==> config.mk <==
export PLATFORM = sky130hd
export DESIGN_NAME = forward_result_buffer
export DESIGN_NICKNAME = d
export VERILOG_FILES = /design/src/rtl/fwd_pkg.sv /design/src/rtl/fwd_slot_mux.sv /design/src/rtl/forward_result_buffer.sv
export SDC_FILE = /design/constraint.sdc
export NUM_CORES = 1
export LEC_CHECK = 0
export ABC_AREA = 1
export CORE_ASPECT_RATIO = 0.75
export CORE_MARGIN = 5
export CORE_UTILIZATION = 45
export CTS_BUF_LIST = sky130_fd_sc_hd__clkbuf_8
export CTS_CLUSTER_DIAMETER = 50
export DETAILED_ROUTE_END_ITERATION = 10
export PLACE_DENSITY = 0.76
export SKIP_LAST_GASP = 1
export SYNTH_ARGS = -nofsm -noshare
export SYNTH_HDL_FRONTEND = slang
export SYNTH_SLANG_ARGS = --single-unit
export TNS_END_PERCENT = 30
==> constraint.sdc <==
create_clock -name CLK -period 2.4 [get_ports CLK]
set_input_delay 0.24 -clock CLK [delete_from_list [all_inputs] [get_ports CLK]]
set_output_delay 0.24 -clock CLK [all_outputs]
set_load 0.1 [all_outputs]
==> src/rtl/fwd_pkg.sv <==
// Shared types for the forwarding data path: select codes and the
// per-slot record tracking one in-flight instruction's result.
package fwd_pkg;

   localparam int DATA_WIDTH = 32;
   localparam int REG_BITS   = 5;

   typedef enum logic [1:0] {
      FWD_NONE = 2'd0,
      FWD_PC4  = 2'd1,
      FWD_PC8  = 2'd2,
      FWD_PC12 = 2'd3
   } fwd_sel_e;

   typedef struct packed {
      logic                  write;
      logic                  ready;
      logic [REG_BITS-1:0]   dest;
      logic [DATA_WIDTH-1:0] data;
   } slot_t;

endpackage

==> src/rtl/fwd_slot_mux.sv <==
// Combinational operand picker: one select code against the three slots.
// Ports: i_sel, i_s1..i_s3 in; o_value, o_hazard (not ready), o_err (non-writer).
module fwd_slot_mux
   import fwd_pkg::*;
(
   input  logic [1:0]            i_sel,
   input  slot_t                 i_s1,
   input  slot_t                 i_s2,
   input  slot_t                 i_s3,
   output logic [DATA_WIDTH-1:0] o_value,
   output logic                  o_hazard,
   output logic                  o_err
);

   slot_t w_slot;
   logic  w_hit;
   logic  w_unused_dest;

   assign w_unused_dest = ^{i_s1.dest, i_s2.dest, i_s3.dest};

   always_comb begin
      w_slot = '0;
      w_hit  = (i_sel != FWD_NONE);
      unique case (1'b1)
         (i_sel == FWD_PC4):  w_slot = i_s1;
         (i_sel == FWD_PC8):  w_slot = i_s2;
         (i_sel == FWD_PC12): w_slot = i_s3;
         default:             w_slot = '0;
      endcase
   end

   // A non-writing slot never forwards; it only flags a bad select.
   assign o_value  = w_slot.write ? w_slot.data : '0;
   assign o_hazard = w_hit & w_slot.write & ~w_slot.ready;
   assign o_err    = w_hit & ~w_slot.write;

endmodule

==> src/rtl/forward_result_buffer.sv <==
// Tracks the last three issued instructions, captures their results and
// serves forwarded operands for PC-4/8/12 selects; flags load-use hazards.
// Ports: CLK/RESET, stall_in, issue_*, alu_fill_*, mem_fill_*, sel_*;
// out fwd_a/b/mem, data_hazard, sticky sel_err, saturating hazard_cycles.
module forward_result_buffer
   import fwd_pkg::*;
#(
   parameter int CNT_WIDTH = 16
) (
   input  logic                  CLK,
   input  logic                  RESET,
   input  logic                  stall_in,
   input  logic                  issue_valid,
   input  logic                  issue_reg_write,
   input  logic [REG_BITS-1:0]   issue_dest,
   input  logic                  alu_fill_valid,
   input  logic [DATA_WIDTH-1:0] alu_fill_data,
   input  logic                  mem_fill_valid,
   input  logic [DATA_WIDTH-1:0] mem_fill_data,
   input  logic [1:0]            sel_a,
   input  logic [1:0]            sel_b,
   input  logic [1:0]            sel_mem,
   output logic [DATA_WIDTH-1:0] fwd_a,
   output logic [DATA_WIDTH-1:0] fwd_b,
   output logic [DATA_WIDTH-1:0] fwd_mem,
   output logic                  data_hazard,
   output logic                  sel_err,
   output logic [CNT_WIDTH-1:0]  hazard_cycles
);

   slot_t                r_s1;
   slot_t                r_s2;
   slot_t                r_s3;
   logic                 r_sel_err;
   logic [CNT_WIDTH-1:0] r_hazard_cycles;

   slot_t w_s1_fill;
   slot_t w_s2_fill;
   slot_t w_issue;
   logic  w_haz_a, w_haz_b, w_haz_m;
   logic  w_err_a, w_err_b, w_err_m;

   // Fills act on the pre-edge slot; the result then shifts with it.
   always_comb begin
      w_s1_fill = r_s1;
      if (alu_fill_valid && r_s1.write) begin
         w_s1_fill.data  = alu_fill_data;
         w_s1_fill.ready = 1'b1;
      end
      w_s2_fill = r_s2;
      if (mem_fill_valid && r_s2.write) begin
         w_s2_fill.data  = mem_fill_data;
         w_s2_fill.ready = 1'b1;
      end
   end

   // r0 is never a real producer.
   always_comb begin
      w_issue       = '0;
      w_issue.write = issue_valid & issue_reg_write & (issue_dest != '0);
      w_issue.dest  = issue_dest;
   end

   fwd_slot_mux u_mux_a (
      .i_sel    (sel_a),
      .i_s1     (r_s1),
      .i_s2     (r_s2),
      .i_s3     (r_s3),
      .o_value  (fwd_a),
      .o_hazard (w_haz_a),
      .o_err    (w_err_a)
   );

   fwd_slot_mux u_mux_b (
      .i_sel    (sel_b),
      .i_s1     (r_s1),
      .i_s2     (r_s2),
      .i_s3     (r_s3),
      .o_value  (fwd_b),
      .o_hazard (w_haz_b),
      .o_err    (w_err_b)
   );

   fwd_slot_mux u_mux_m (
      .i_sel    (sel_mem),
      .i_s1     (r_s1),
      .i_s2     (r_s2),
      .i_s3     (r_s3),
      .o_value  (fwd_mem),
      .o_hazard (w_haz_m),
      .o_err    (w_err_m)
   );

   assign data_hazard   = w_haz_a | w_haz_b | w_haz_m;
   assign sel_err       = r_sel_err;
   assign hazard_cycles = r_hazard_cycles;

   always_ff @(posedge CLK) begin
      if (RESET) begin
         r_s1            <= '0;
         r_s2            <= '0;
         r_s3            <= '0;
         r_sel_err       <= 1'b0;
         r_hazard_cycles <= '0;
      end else begin
         if (!stall_in) begin
            r_s3 <= w_s2_fill;
            r_s2 <= w_s1_fill;
            r_s1 <= w_issue;
         end else begin
            r_s1 <= w_s1_fill;
            r_s2 <= w_s2_fill;
         end
         r_sel_err <= r_sel_err | w_err_a | w_err_b | w_err_m;
         if (data_hazard && (r_hazard_cycles != '1)) begin
            r_hazard_cycles <= r_hazard_cycles + 1'b1;
         end
      end
   end

endmodule

-- Word level (Yosys, flattened, before mapping)
Index checks and enable logic that the tools add are counted.
- flip-flop bits (word level): 134
- bits of input ports: 82
- output and inout bits: 114
- word-level logic and storage cells: 67
- add/subtract/negate cells: 1
- equality and inequality tests: 10
- multiplexer cells: 11
- bitwise operators: 23
- reductions and logical operators: 8
- operators with widths (cell ; count):
    $pmux W39 S3 ; 3
    $mux W32 ; 5
    $mux W38 ; 1
    $add A16 B1 Y16 const B ; 1
    $ne A16 B16 Y1 const B ; 1
    $eq A2 B2 Y1 const B ; 6
    $and A1 B1 Y1 ; 11
    $not A1 Y1 ; 7
    $eq A2 B1 Y1 const B ; 3
    $reduce_bool A2 Y1 ; 3
    $or A1 B1 Y1 ; 5
    $reduce_bool A5 Y1 ; 1
    $logic_and A1 B1 Y1 ; 3
    $mux W1 ; 2
    $reduce_or A2 Y1 ; 1

-- Logic depth before layout (Yosys ltp)
Gate-level depths: netlist (run 1).
- depth after elaboration: 7
- gate-level depth with buffers: 11
- gate-level depth less buffers: 10

-- Cells and area by module
From an unflattened synthesis (run 1), not the netlist that was laid out.
- cells, all modules: 1264
- area, all modules: 8914.8 µm²
- by module, submodules not included (module ; instances ; cells an instance ; area an instance (µm²) ; sequential area each (µm²)):
    forward_result_buffer ; 1 ; 565 ; 5138.7 ; 2682.6
    fwd_slot_mux ; 3 ; 233 ; 1258.7 ; 0.0

-- Worst setup path before layout (run 1)
OpenSTA, ideal clock, no wires.
- kind: flip-flop to flip-flop
- start: reg r_hazard_cycles[0] (netlist: hazard_cycles[0])
- end: reg r_hazard_cycles[4] (netlist: hazard_cycles[4])
- library setup time: 71 ps
- data arrival time: 2399 ps
- data required time: 2329 ps
- slack: -70 ps
- stages on the path, launching flop included: 11
- path buffers: 1
- clock period less this slack: 2470 ps
- cell sequence: dfxtp_1 > ha_1 > nand2_2 > nor2_2 > nand2_2 > nor2_2 > nand2_2 > nand2_4 > buf_8 > nand2_2 > a21oi_2
- word-level cells in the longest chain between the ends: 2
- elaborated cells between the ends (all ways): 3
- those cells by class: add/sub: 1; eq/ne: 1; reduce/logical: 1
- ends and longest elaborated chain (item ; RTL line ; RTL):
    start, declared ; forward_result_buffer.sv:35 ; logic [CNT_WIDTH-1:0] r_hazard_cycles;
    start signal, assigned ; forward_result_buffer.sv:116 ; r_hazard_cycles <= r_hazard_cycles + 1'b1;
    branches (longest 2 deep; another with $add A16 B1 Y16) ; - ;
Parallel ways; which one is timed is not known.
A chain may end at the register's enable or synchronous reset.

-- Worst setup path after layout (run 1)
- start: in sel_mem[1]
- end: out fwd_mem[31]
- word-level cells in the longest chain between the ends: 3
- elaborated cells between the ends (all ways): 5
- those cells by class: eq/ne: 3; mux: 2
- ends and longest elaborated chain (item ; RTL line ; RTL):
    start, declared ; forward_result_buffer.sv:22 ; input logic [1:0] sel_mem,
    $eq A2 B2 Y1, or another cell as far along ; fwd_slot_mux.sv:27 ; (i_sel == FWD_PC12): w_slot = i_s3;
    $pmux W39 S3 * ; fwd_slot_mux.sv:24 ; unique case (1'b1)
    $mux W32 * ; fwd_slot_mux.sv:33 ; assign o_value = w_slot.write ? w_slot.data : '0;
    end, declared ; forward_result_buffer.sv:25 ; output logic [DATA_WIDTH-1:0] fwd_mem,
Every way passes the cells marked *; elsewhere a longest branch is shown, timed or not.

==> impl_metrics.sql, run 1 <==
INSERT INTO impl_metrics (metric_group, metric, value, unit) VALUES
('floorplanning', 'initial_core_util', '46.04', '%'),
('layout', 'multi_input_area', '3618', 'sq um'),
('logic_synthesis', 'synth_async_sr_flop_share', '0', '%'),
('clock_tree', 'cts_inserted_buffers', '17', ''),
('timing', 'max_freq', '421.4', 'MHz'),
('logic_synthesis', 'yosys.area.top_type_share', '33.88', '%'),
('detailed_routing', 'routed_wl', '26.10', 'mm'),
('layout', 'seqCellArea', '2385', 'sq um'),
('clock_tree', 'cts_buffer_depth', '2', ''),
('worst_setup_path', 'worstPathRequired', '2.16', 'ns'),
('clock_tree', 'worstSkewPairLatency', '0.44', 'ns'),
('clock_tree', 'postCtsResizedCells', '1', ''),
('timing', 'fin_tns_setup', '0', 'ns'),
('timing', 'setup_viol', '0', ''),
('power', 'total_leakage_power', '4.865', 'nW'),
('layout', 'design_area', '10750', 'sq um'),
('detailed_routing', 'postRouteAntennaNets', '0', ''),
('placed_design', 'gpl.final_weighted_congestion', '0.8717', ''),
('power', 'ir_worst_vdd', '0.3322', 'mV'),
('placed_design', 'place_area', '10280', 'sq um'),
('layout', 'fin_nets', '1330', ''),
('floorplanning', 'placeableCoreArea', '15270', 'sq um'),
('logic_synthesis', 'syn-mean-instance-area', '6.541', 'sq um'),
('detailed_routing', 'dr.pass1.iters', '5', ''),
('clock_tree', 'cts.repair_timing.setup_buffer_count', '0', ''),
('logic_synthesis', 'syn_inst', '1075', ''),
('worst_setup_path', 'crit_type', 'in2out', ''),
('layout', 'final_layout_size_suffix_gt1_share', '17.46', '%'),
('global_route', 'grt_first_pass_wirelength', '41.75', 'mm'),
('floorplanning', 'fp.dieW', '154.3', 'um'),
('timing', 'rsz0062_at_grt', 'false', ''),
('worst_setup_path', 'worstRegToRegCells', '10', ''),
('clock_tree', 'hold_buf_count_cts', '0', ''),
('layout', 'synthToLayoutAreaGrowth', '52.90', '%'),
('logic_synthesis', 'portion_of_the_post_synthesis_area_used_by_sequential_elements', '33.88', '%'),
('global_route', 'first_global_vias', '8069', ''),
('timing', 'timing.slew.headroom', '59.61', '%'),
('detailed_routing', 'wl_per_cell', '17.80', 'um'),
('clock_tree', 'clock_pin_slew_worst_setup_and_hold_paths', '0.08', 'ns'),
('worst_setup_path', 'crit_path_start_kind', 'input pin', ''),
('logic_synthesis', 'yosys_warnings', '0', ''),
('logic_synthesis', 'synth_commonest_cells', 'sky130_fd_sc_hd__nand2_1, sky130_fd_sc_hd__inv_1, sky130_fd_sc_hd__dfxtp_1', ''),
('job', 'max_cap_viol_count', '0', ''),
('floorplanning', 'io_pins', '196', ''),
('worst_setup_path', 'ff2ff_setup_slack', '0.53', 'ns'),
('clock_tree', 'cts_tree', 'yes', ''),
('timing', 'finalMaxSlewViolations', '0', ''),
('outcome', 'status', 'completed', ''),
('worst_setup_path', 'crit-reg2reg-launch', 'hazard_cycles[0]', ''),
('clock_tree', 'cts_sinks', '119', ''),
('timing', 'final_min_period', '2.373', 'ns'),
('floorplanning', 'die_area', '18250', 'sq um'),
('clock_tree', 'cts_root_buffer', 'sky130_fd_sc_hd__clkbuf_8', ''),
('logic_synthesis', 'post-synth-top-count-cell', 'sky130_fd_sc_hd__nand2_1', ''),
('worst_hold_path', 'hold_path.class', 'in2reg', ''),
('detailed_routing', 'vias', '8265', ''),
('logic_synthesis', 'yosys_register_bits', '119', ''),
('logic_synthesis', 'synth.area.top_cells', 'sky130_fd_sc_hd__dfxtp_1, sky130_fd_sc_hd__nand2_1, sky130_fd_sc_hd__inv_1', ''),
('global_route', 'gr_overflow_total', '0', ''),
('placed_design', 'dp.final_hpwl', '17.51', 'mm'),
('logic_synthesis', 'syn_area', '7032', 'sq um'),
('logic_synthesis', 'syn-num-nets', '1158', ''),
('detailed_routing', 'viasPerCell', '5.638', ''),
('floorplanning', 'rows', '39', ''),
('timing', 'fin_hold_viols', '0', ''),
('logic_synthesis', 'yosys_most_used_dff', 'sky130_fd_sc_hd__dfxtp_1', ''),
('worst_setup_path', 'critPathCaptureType', 'output pin', ''),
('worst_setup_path', 'crit_fanout', '12', ''),
('power', 'ratio_of_total_power_to_cell_area', '442.4', 'nW/um^2'),
('global_route', 'gr-usage-all-layers', '27.98', '%'),
('logic_synthesis', 'post-synth-top-area-cell', 'sky130_fd_sc_hd__dfxtp_1', '');
through the flow:
stage          std cells  util [%]  worst slack, ns
2_1_floorplan       1075         -           0.1965
3_3_place_gp        1433     67.33          0.09203
3_5_place_dp        1433     67.33          0.02893
4_1_cts             1465     70.38           0.1179
5_1_grt             1466     70.39        0.0009130
6_report            1466     70.39          0.02711
critical path, stage by stage:
cell,delay (ns)
sky130_fd_sc_hd__clkdlybuf4s50_1,0.54
sky130_fd_sc_hd__inv_2,0.14
sky130_fd_sc_hd__nor2_2,0.05
sky130_fd_sc_hd__inv_1,0.45
sky130_fd_sc_hd__nor2_1,0.08
sky130_fd_sc_hd__o21ai_0,0.31
sky130_fd_sc_hd__inv_1,0.13
sky130_fd_sc_hd__buf_12,0.19
report_power, final:
part / total (mW) / internal [mW] / leakage [nW] / switching (mW)
logic: 0.604 / 0.241 / 3.68 / 0.363
clock network: 2.13 / 1.29 / 0.225 / 0.843
registers: 2.02 / 2.00 / 0.962 / 0.0204
layout by cell type (no fill, tap or decap), types with 2 or more instances in the layout:
master | netlist | final
sky130_fd_sc_hd__clkbuf_8 | 0 | 19
sky130_fd_sc_hd__o221ai_1 | 65 | 65
sky130_fd_sc_hd__nand3_2 | 3 | 3
sky130_fd_sc_hd__nor2_2 | 4 | 5
sky130_fd_sc_hd__buf_4 | 1 | 31
sky130_fd_sc_hd__mux2i_1 | 13 | 13
sky130_fd_sc_hd__clkinvlp_4 | 0 | 4
sky130_fd_sc_hd__dfxtp_1 | 119 | 117
sky130_fd_sc_hd__bufinv_16 | 0 | 5
sky130_fd_sc_hd__a21oi_2 | 10 | 10
sky130_fd_sc_hd__nor3_1 | 3 | 3
sky130_fd_sc_hd__inv_2 | 3 | 3
sky130_fd_sc_hd__o22ai_1 | 98 | 98
sky130_fd_sc_hd__xor2_1 | 5 | 5
sky130_fd_sc_hd__dfxtp_2 | 0 | 2
sky130_fd_sc_hd__nand2_2 | 17 | 20
sky130_fd_sc_hd__clkdlybuf4s50_1 | 0 | 81
sky130_fd_sc_hd__inv_1 | 197 | 198
sky130_fd_sc_hd__o21ai_0 | 85 | 85
sky130_fd_sc_hd__nand2_1 | 230 | 226
sky130_fd_sc_hd__a21oi_1 | 7 | 7
sky130_fd_sc_hd__buf_12 | 0 | 111
sky130_fd_sc_hd__xnor2_1 | 2 | 2
sky130_fd_sc_hd__nand2_4 | 1 | 2
sky130_fd_sc_hd__nand3_1 | 38 | 38
sky130_fd_sc_hd__o21bai_1 | 2 | 2
sky130_fd_sc_hd__clkinv_2 | 0 | 3
sky130_fd_sc_hd__nor2_1 | 91 | 90
sky130_fd_sc_hd__nand4_1 | 6 | 6
flip-flops by register name (all words and copies together), names as in the netlist:
signal,flops
r_s3,34
hazard_cycles,16
r_s2,34
sel_err,1
r_s1,34
cells by family (layout without fill, tap and decap cells):
| group | after synthesis | count (layout) | synth area share, % |
|---|---|---|---|
| and+or+nand+nor | 395 | 395 | 23.40 |
| buffers and inverters | 272 | 457 | 14.91 |
| DFF | 119 | 119 | 33.88 |
| xor gates and xnor gates | 7 | 7 | 0.8719 |
| adders and majority gates | 1 | 1 | 0.1779 |
| AOI/OAI and AO/OA | 268 | 268 | 24.91 |
| other | 0 | 1 | 0 |
| muxes | 13 | 13 | 1.850 |
worst max-delay path by stage:
stage | from | to | slack [ns] | cells after the start
floorplan | hazard_cycles[7] | hazard_cycles[4] | 0.20 | 9
global placement | sel_a[1] | fwd_a[21] | 0.09 | 8
detailed placement | sel_a[1] | fwd_a[5] | 0.03 | 8
CTS | sel_mem[1] | fwd_mem[0] | 0.12 | 8
global route | sel_mem[1] | fwd_mem[31] | 0.0009 | 8
finish | sel_mem[1] | fwd_mem[31] | 0.03 | 8
cell type report:
class / instances / share of cell area, %
Inverter: 202 / 7.064
Antenna cell: 1 / 0.02327
Tap cell: 205 / 2.386
Sequential cell: 119 / 22.18
Clock inverter: 13 / 1.885
Multi-Input combinational cell: 684 / 33.66
Clock buffer: 19 / 2.432
Timing Repair Buffer: 223 / 30.37
per-layer routing:
layer  vias up  part of all wire, %  track usage (%)
li1       3919                    -                -
met1      3792                   41            37.14
met2       494                   45            43.68
met3        60                   12            8.696
met5         -                    0                0
met4         0                  2.1            8.770
Note: power is estimated with default switching activity, not from simulation.
==> run 2, diff against run 1 <==
--- a/config.mk
+++ b/config.mk
@@ -12,7 +12,8 @@
 export CTS_BUF_LIST = sky130_fd_sc_hd__clkbuf_8
 export CTS_CLUSTER_DIAMETER = 50
 export DETAILED_ROUTE_END_ITERATION = 10
-export PLACE_DENSITY = 0.76
+export PLACE_DENSITY = 0.86
+export RECOVER_POWER = 100
 export SKIP_LAST_GASP = 1
 export SYNTH_ARGS = -nofsm -noshare
 export SYNTH_HDL_FRONTEND = slang
==> run 2 against run 1 <==
Net effect: fmax shrank 0.16%; worst hold slack lost 0.14 ns; clock-buffer cell count shrank 1; sequential power is essentially flat; register-to-register slack lost 0.19 ns; combinational power shrank 2%; utilization shrank 6.0 points; largest power group is now registers.
==> impl_metrics.sql, run 2 (same netlist as run 1, synthesis figures left out) <==
INSERT INTO impl_metrics (metric_group, metric, value, unit) VALUES
('outcome', 'status', 'completed', ''),
('clock_tree', 'cts_root_buffer', 'sky130_fd_sc_hd__clkbuf_8', ''),
('worst_setup_path', 'critical_path_arrival', '2.14', 'ns'),
('floorplanning', 'fp.dieW', '154.3', 'um'),
('clock_tree', 'cts.htree.levels', '4', ''),
('detailed_routing', 'vias', '8582', ''),
('worst_hold_path', 'hold_path.class', 'in2reg', ''),
('placed_design', 'gpl.final_weighted_congestion', '0.9103', ''),
('worst_setup_path', 'crit_type', 'in2out', ''),
('power', 'report.power.total', '4.461', 'mW'),
('worst_setup_path', 'r2r_end', 'hazard_cycles[1]', ''),
('timing', 'fin_worst_skew', '0.01120', 'ns'),
('layout', 'final_layout_size_suffix_gt1_share', '15.97', '%'),
('worst_setup_path', 'worstRegToRegCells', '10', ''),
('timing', 'fin_tns_setup', '0', 'ns'),
('power', 'relative_contribution_of_sequential_cells_to_total_power', '45.4', '%'),
('timing', 'finalMaxSlewViolations', '0', ''),
('global_route', 'first_global_vias', '8465', ''),
('clock_tree', 'cts_inserted_buffers', '17', ''),
('worst_setup_path', 'cp.depth', '8', ''),
('power', 'switching_share', '28.56', '%'),
('worst_setup_path', 'timing.critical_path.slowest_stage_cell', 'sky130_fd_sc_hd__dlygate4sd3_1', ''),
('worst_setup_path', 'crit_path_start_kind', 'input pin', ''),
('detailed_routing', 'postRouteAntennaNets', '0', ''),
('worst_setup_path', 'cp_num_buf_inv', '5', ''),
('timing', 'max_freq', '420.8', 'MHz'),
('timing', 'timing.slew.headroom', '21.37', '%'),
('power', 'ir_worst_vdd', '0.2899', 'mV'),
('layout', 'most_frequent_standard_cell_in_the_layout_excluding_fill_and_tap_cells', 'sky130_fd_sc_hd__nand2_1', ''),
('worst_hold_path', 'hold_start', 'sel_mem[1]', ''),
('timing', 'fin_worst_hold_slack', '0.3125', 'ns'),
('layout', 'fin_nets', '1335', ''),
('layout', 'layout_common_cells', 'sky130_fd_sc_hd__nand2_1, sky130_fd_sc_hd__inv_1, sky130_fd_sc_hd__dfxtp_1', ''),
('detailed_routing', 'drt_first_iter_violations', '1059', ''),
('power', 'total_leakage_power', '4.610', 'nW'),
('placed_design', 'port-buffer-count', '195', ''),
('worst_setup_path', 'ff2ff_setup_slack', '0.34', 'ns'),
('worst_setup_path', 'crit-reg2reg-launch', 'hazard_cycles[0]', ''),
('floorplanning', 'die_h', '118.3', 'um'),
('clock_tree', 'worstSkewPairLatency', '0.43', 'ns'),
('layout', 'synthToLayoutAreaGrowth', '39.84', '%'),
('clock_tree', 'cts_tree', 'yes', ''),
('global_route', 'gr-usage-all-layers', '28.46', '%'),
('worst_setup_path', 'worstPathRequired', '2.16', 'ns'),
('worst_setup_path', 'critical-path-top-delay-family', 'buffers and inverters', ''),
('layout', 'multi_input_area', '3586', 'sq um'),
('job', 'max_cap_viol_count', '0', ''),
('worst_setup_path', 'cp_cell_sequence', 'dlygate4sd3_1 > inv_2 > nand3_1 > nand3_2 > clkbuf_4 > o21ai_0 > inv_1 > buf_8', ''),
('worst_setup_path', 'critPathCaptureType', 'output pin', ''),
('layout', 'n_antenna_cell', '0', ''),
('detailed_routing', 'final_routed_drc_violation_total', '0', ''),
('timing', 'worst_margin_slew', '1.179', 'ns'),
('worst_setup_path', 'timing.critical_path.slowest_cell_delay', '0.67', 'ns'),
('power', 'internal_power_summed_over_all_cells', '3.187', 'mW'),
('clock_tree', 'cts_buffer_depth', '2', ''),
('worst_setup_path', 'crit_fanout', '17', ''),
('global_route', 'grt_antenna_before_repair', '0', ''),
('detailed_routing', 'routed_wl', '26.96', 'mm'),
('detailed_routing', 'viasPerCell', '5.838', ''),
('timing', 'final_min_period_over_clock_period', '99.02', '%'),
('clock_tree', 'clock_pin_slew_worst_setup_and_hold_paths', '0.07', 'ns'),
('clock_tree', 'cts.repair_timing.setup_buffer_count', '0', ''),
('timing', 'fin_hold_viols', '0', ''),
('power', 'p_comb_share', '13.3', '%'),
('clock_tree', 'hold_buf_count_cts', '0', ''),
('timing', 'setup_viol', '0', ''),
('layout', 'seqCellArea', '2385', 'sq um'),
('power', 'power.share.clock', '41.4', '%'),
('worst_hold_path', 'min_to', 'sel_err', ''),
('floorplanning', 'io_pins', '196', ''),
('global_route', 'maximum_number_of_pins_on_one_net_before_global_route_repair', '101', ''),
('global_route', 'grt_first_pass_wirelength', '43.04', 'mm'),
('layout', 'largestRegisters', 'r_s1 x34, r_s2 x34, r_s3 x34', ''),
('timing', 'final_min_period', '2.377', 'ns'),
('clock_tree', 'cts_sinks', '119', ''),
('detailed_routing', 'dr.pass1.iters', '8', ''),
('floorplanning', 'placeableCoreArea', '15270', 'sq um'),
('floorplanning', 'die_area', '18250', 'sq um'),
('detailed_routing', 'wl_per_cell', '18.34', 'um'),
('layout', 'fin_util', '64.38', '%'),
('floorplanning', 'rows', '39', ''),
('power', 'p_sw', '1.274', 'mW'),
('global_route', 'gr_overflow_total', '0', ''),
('timing', 'rsz0062_at_grt', 'false', ''),
('worst_hold_path', 'whs_path_depth', '3', ''),
('floorplanning', 'initial_core_util', '46.04', '%'),
('layout', 'fillers', '1318', ''),
('placed_design', 'dp.final_hpwl', '18.61', 'mm'),
('power', 'ratio_of_total_power_to_cell_area', '453.7', 'nW/um^2');
[run 2: changes by cell type in the layout (fill, tap and decap cells not counted), sizes merged, moves of 2 or more]
cell	before	now
clkbuf	19	47
buf	142	118
bufinv	5	2
clkdlybuf4s50	81	78
clkinv	5	7
dlygate4sd3	0	2
[run 2: metal layers]
layer	track usage, %	wire length [um]
met1	36.89	10380
met2	43.70	11780
met3	9.353	3760
met4	11.75	1041
met5	0	0
[run 2: power by group through the flow]
stage	Clock (mW)	Sequential, mW	Combinational [mW]
2_1_floorplan	0	2.09	0.268
5_1_grt	1.94	2.03	0.620
3_3_place_gp	0	2.07	0.582
6_report	1.85	2.02	0.591
4_1_cts	1.86	2.02	0.594
3_5_place_dp	0	2.07	0.592
[run 2: final cells by class]
type / count / area share [%]
Tap cell: 205 / 2.608
Timing Repair Buffer: 228 / 24.90
Inverter: 202 / 7.711
Clock buffer: 18 / 2.519
Multi-Input combinational cell: 684 / 36.47
Clock inverter: 14 / 1.540
Sequential cell: 119 / 24.25
[run 2: how the worst max path moves through the flow]
| stage | startpoint | to | slack [ns] |
|---|---|---|---|
| CTS | sel_a[0] | fwd_a[30] | 0.13 |
| global placement | sel_a[0] | fwd_a[30] | 0.17 |
| detailed placement | sel_a[0] | fwd_a[30] | 0.14 |
| floorplan | hazard_cycles[7] | hazard_cycles[4] | 0.20 |
| global route | sel_b[0] | fwd_b[15] | 0.01 |
| finish | sel_b[0] | fwd_b[15] | 0.02 |
[run 2: worst min-delay path: cells and delay by family]
family                 cells  cell delay, ns
AOI/OAI and AO/OA          2            0.25
buffers and inverters      1            0.19
[run 2: per-stage QoR]
stage / setup WS [ns] / instance area [sq um] / instances
global route: 0.01102 / 9833 / 1470
detailed placement: 0.1381 / 10310 / 1438
floorplan: 0.1965 / 7034 / 1075
finish: 0.02341 / 9833 / 1470
global placement: 0.1690 / 10310 / 1438
CTS: 0.1315 / 10710 / 1470
[run 2: timing repair]
action / in CTS / in global routing
setup endpoints to repair: 0 / 1
resized for setup: 0 / 1
endpoints found under the hold margin: 0 / 0
==> run 3, diff against run 2 <==
--- a/config.mk
+++ b/config.mk
@@ -14,6 +14,7 @@
 export DETAILED_ROUTE_END_ITERATION = 10
 export PLACE_DENSITY = 0.86
 export RECOVER_POWER = 100
+export REMOVE_ABC_BUFFERS = 1
 export SKIP_LAST_GASP = 1
 export SYNTH_ARGS = -nofsm -noshare
 export SYNTH_HDL_FRONTEND = slang
==> run 3 against run 2 <==
Net effect: cell count is 0.14% lower; critical path depth is 1 higher; clock power is 3% lower; fmax is 1.4% higher; clock skew is 0.0020 ns higher; power is 1.3% lower; sequential share of layout area is 1.2 points lower; die area stayed put.
==> impl_metrics.sql, run 3 (same netlist as run 1, synthesis figures left out) <==
INSERT INTO impl_metrics (metric_group, metric, value, unit) VALUES
('worst_setup_path', 'worstRegToRegCells', '10', ''),
('worst_setup_path', 'critPathCaptureType', 'output pin', ''),
('job', 'max_cap_viol_count', '0', ''),
('placed_design', 'port-buffer-count', '195', ''),
('floorplanning', 'io_pins', '196', ''),
('placed_design', 'gpl.final_weighted_congestion', '0.9360', ''),
('power', 'total_leakage_power', '4.702', 'nW'),
('layout', 'most_frequent_standard_cell_in_the_layout_excluding_fill_and_tap_cells', 'sky130_fd_sc_hd__nand2_1', ''),
('timing', 'final_min_period', '2.344', 'ns'),
('timing', 'timing.slew.headroom', '21.61', '%'),
('floorplanning', 'placeableCoreArea', '15270', 'sq um'),
('floorplanning', 'fp.dieW', '154.3', 'um'),
('worst_setup_path', 'cp.depth', '9', ''),
('worst_hold_path', 'whs_path_depth', '3', ''),
('layout', 'synthToLayoutAreaGrowth', '46.78', '%'),
('detailed_routing', 'wl_per_cell', '18.10', 'um'),
('layout', 'largestRegisters', 'r_s1 x34, r_s2 x34, r_s3 x34', ''),
('worst_setup_path', 'ff2ff_setup_slack', '0.36', 'ns'),
('floorplanning', 'rows', '39', ''),
('worst_setup_path', 'timing.critical_path.slowest_cell_delay', '0.60', 'ns'),
('power', 'ir_worst_vdd', '0.3380', 'mV'),
('global_route', 'maximum_number_of_pins_on_one_net_before_global_route_repair', '69', ''),
('worst_setup_path', 'crit-reg2reg-launch', 'hazard_cycles[1]', ''),
('worst_setup_path', 'crit_fanout', '23', ''),
('timing', 'fin_hold_viols', '0', ''),
('layout', 'layout_common_cells', 'sky130_fd_sc_hd__nand2_1, sky130_fd_sc_hd__inv_1, sky130_fd_sc_hd__dfxtp_1', ''),
('worst_hold_path', 'hold_path.class', 'in2reg', ''),
('power', 'ratio_of_total_power_to_cell_area', '426.8', 'nW/um^2'),
('worst_setup_path', 'critical_path_arrival', '2.10', 'ns'),
('worst_setup_path', 'crit_path_start_kind', 'input pin', ''),
('placed_design', 'place_area', '10250', 'sq um'),
('outcome', 'status', 'completed', ''),
('worst_setup_path', 'endpoint', 'fwd_a[25]', ''),
('power', 'report.power.total', '4.405', 'mW'),
('clock_tree', 'clock_pin_slew_worst_setup_and_hold_paths', '0.07', 'ns'),
('placed_design', 'placed_cells', '1437', ''),
('layout', 'multi_input_area', '3596', 'sq um'),
('clock_tree', 'cts_inserted_buffers', '17', ''),
('timing', 'max_freq', '426.6', 'MHz'),
('timing', 'rsz0062_at_grt', 'true', ''),
('detailed_routing', 'postRouteAntennaNets', '0', ''),
('clock_tree', 'worstSkewPairLatency', '0.43', 'ns'),
('detailed_routing', 'met3_wire_length', '3.133', 'mm'),
('floorplanning', 'die_area', '18250', 'sq um'),
('worst_setup_path', 'timing.critical_path.slowest_stage_cell', 'sky130_fd_sc_hd__clkdlybuf4s50_1', ''),
('detailed_routing', 'dr.pass1.iters', '7', ''),
('placed_design', 'dp.final_hpwl', '17.88', 'mm'),
('worst_setup_path', 'critical-path-top-delay-family', 'buffers and inverters', ''),
('layout', 'n_antenna_cell', '0', ''),
('layout', 'final_layout_size_suffix_gt1_share', '16.15', '%'),
('clock_tree', 'cts.htree.levels', '4', ''),
('worst_setup_path', 'crit_start', 'sel_a[1]', ''),
('timing', 'finalMaxSlewViolations', '0', ''),
('detailed_routing', 'top_layer', 'met4', ''),
('detailed_routing', 'routed_wl', '26.57', 'mm'),
('layout', 'stdcell_count', '1468', ''),
('clock_tree', 'cts_tree', 'yes', ''),
('detailed_routing', 'met2RoutedLength', '12.25', 'mm'),
('detailed_routing', 'viasPerCell', '5.743', ''),
('global_route', 'grt_antenna_before_repair', '0', ''),
('clock_tree', 'cts_root_buffer', 'sky130_fd_sc_hd__clkbuf_8', ''),
('worst_setup_path', 'crit_type', 'in2out', ''),
('global_route', 'gr-usage-all-layers', '28.32', '%'),
('detailed_routing', 'wl_met1', '10.41', 'mm'),
('layout', 'fin_nets', '1334', ''),
('layout', 'seqCellArea', '2382', 'sq um'),
('global_route', 'first_global_vias', '8360', ''),
('worst_hold_path', 'hold_start', 'issue_valid', ''),
('floorplanning', 'initial_core_util', '46.04', '%'),
('layout', 'fillers', '1247', ''),
('timing', 'final_min_period_over_clock_period', '97.68', '%'),
('detailed_routing', 'vias', '8430', ''),
('global_route', 'gr_overflow_total', '0', ''),
('timing', 'setup_viol', '0', ''),
('worst_setup_path', 'cp_num_buf_inv', '5', ''),
('timing', 'fin_worst_skew', '0.01322', 'ns'),
('floorplanning', 'die_h', '118.3', 'um'),
('layout', 'design_area', '10320', 'sq um'),
('worst_setup_path', 'cp_cell_sequence', 'clkdlybuf4s50_1 > inv_1 > nor2_2 > buf_4 > nand2_1 > o221ai_1 > nand2_1 > inv_1 > buf_12', ''),
('detailed_routing', 'final_routed_drc_violation_total', '0', ''),
('worst_setup_path', 'r2r_end', 'hazard_cycles[0]', ''),
('detailed_routing', 'drt_first_iter_violations', '919', ''),
('clock_tree', 'cts_sinks', '119', ''),
('timing', 'worst_margin_slew', '1.181', 'ns'),
('global_route', 'grt_first_pass_wirelength', '42.49', 'mm'),
('worst_setup_path', 'worstPathRequired', '2.16', 'ns'),
('clock_tree', 'cts_buffer_depth', '2', '');
-- run 3: changes by cell type in the layout (fill, tap and decap cells not counted), moves of 2 or more --
cell                       before  now
sky130_fd_sc_hd__clkinv_4       3    0
sky130_fd_sc_hd__buf_12        35   79
sky130_fd_sc_hd__nand2_2       14   19
sky130_fd_sc_hd__clkbuf_4      11    3
sky130_fd_sc_hd__buf_6         38   20
sky130_fd_sc_hd__buf_4         42   21
sky130_fd_sc_hd__dfxtp_2        2    0
sky130_fd_sc_hd__dfxtp_1      117  119
sky130_fd_sc_hd__buf_8          2    5
sky130_fd_sc_hd__clkinv_2       2    5
sky130_fd_sc_hd__nand2_1      233  228
-- run 3: timing repair --
item	in CTS	in global routing
hold buffers	0	0
setup buffers	0	0
gates resized for setup	0	0
endpoints found under the hold margin	0	0
endpoints found under the setup margin	0	11
-- run 3: per-layer routing --
layer	vias to the layer above	global-route usage, %
li1	3927	-
met1	3833	36.01
met2	587	44.71
met3	83	8.221
met4	0	12.58
met5	-	0
-- run 3: worst min-delay path by stage --
stage / end / slack [ns]
floorplan: hazard_cycles[10] / 0.30
global placement: r_s1[37] / 0.47
detailed placement: r_s1[37] / 0.48
CTS: r_s1[38] / 0.41
global route: r_s1[38] / 0.46
finish: r_s1[38] / 0.43
-- run 3: metrics by stage --
step	setup slack [ns]	hold WS, ns	TNS, ns	util, %
2_1_floorplan	-0.1773	0.3024	-3.302	-
3_3_place_gp	0.1626	0.4669	0	67.10
3_5_place_dp	0.1134	0.4753	0	67.10
4_1_cts	0.1071	0.4117	0	69.58
5_1_grt	-0.04895	0.4632	-0.3358	67.58
6_report	0.05566	0.4269	0	67.58
-- run 3: area by class of cell --
class                      instances  area share, %
clock buffer                      18          2.400
clock inverter                    13          1.273
inverter                         202          7.346
multi-input combinational        684          34.84
sequential                       119          23.08
tap                              205          2.485
timing repair buffer             227          28.57
-- run 3: power by group --
part           switching [mW]  leakage (nW)  internal, mW
Sequential             0.0188         0.961          2.00
Clock                   0.860         0.183         0.936
Combinational           0.364          3.56         0.223
Total                    1.24          4.70          3.16
-- run 3: worst reg2reg max path, cell delays in order (launching register included) --
cell,delay [ns]
sky130_fd_sc_hd__dfxtp_1,0.41
sky130_fd_sc_hd__ha_1,0.29
sky130_fd_sc_hd__nand2_2,0.08
sky130_fd_sc_hd__nor2_1,0.33
sky130_fd_sc_hd__nand2_2,0.09
sky130_fd_sc_hd__nor2_1,0.13
sky130_fd_sc_hd__nand2_2,0.09
sky130_fd_sc_hd__clkbuf_2,0.26
sky130_fd_sc_hd__nand3_1,0.15
sky130_fd_sc_hd__nand2_1,0.06
sky130_fd_sc_hd__nor2_1,0.09
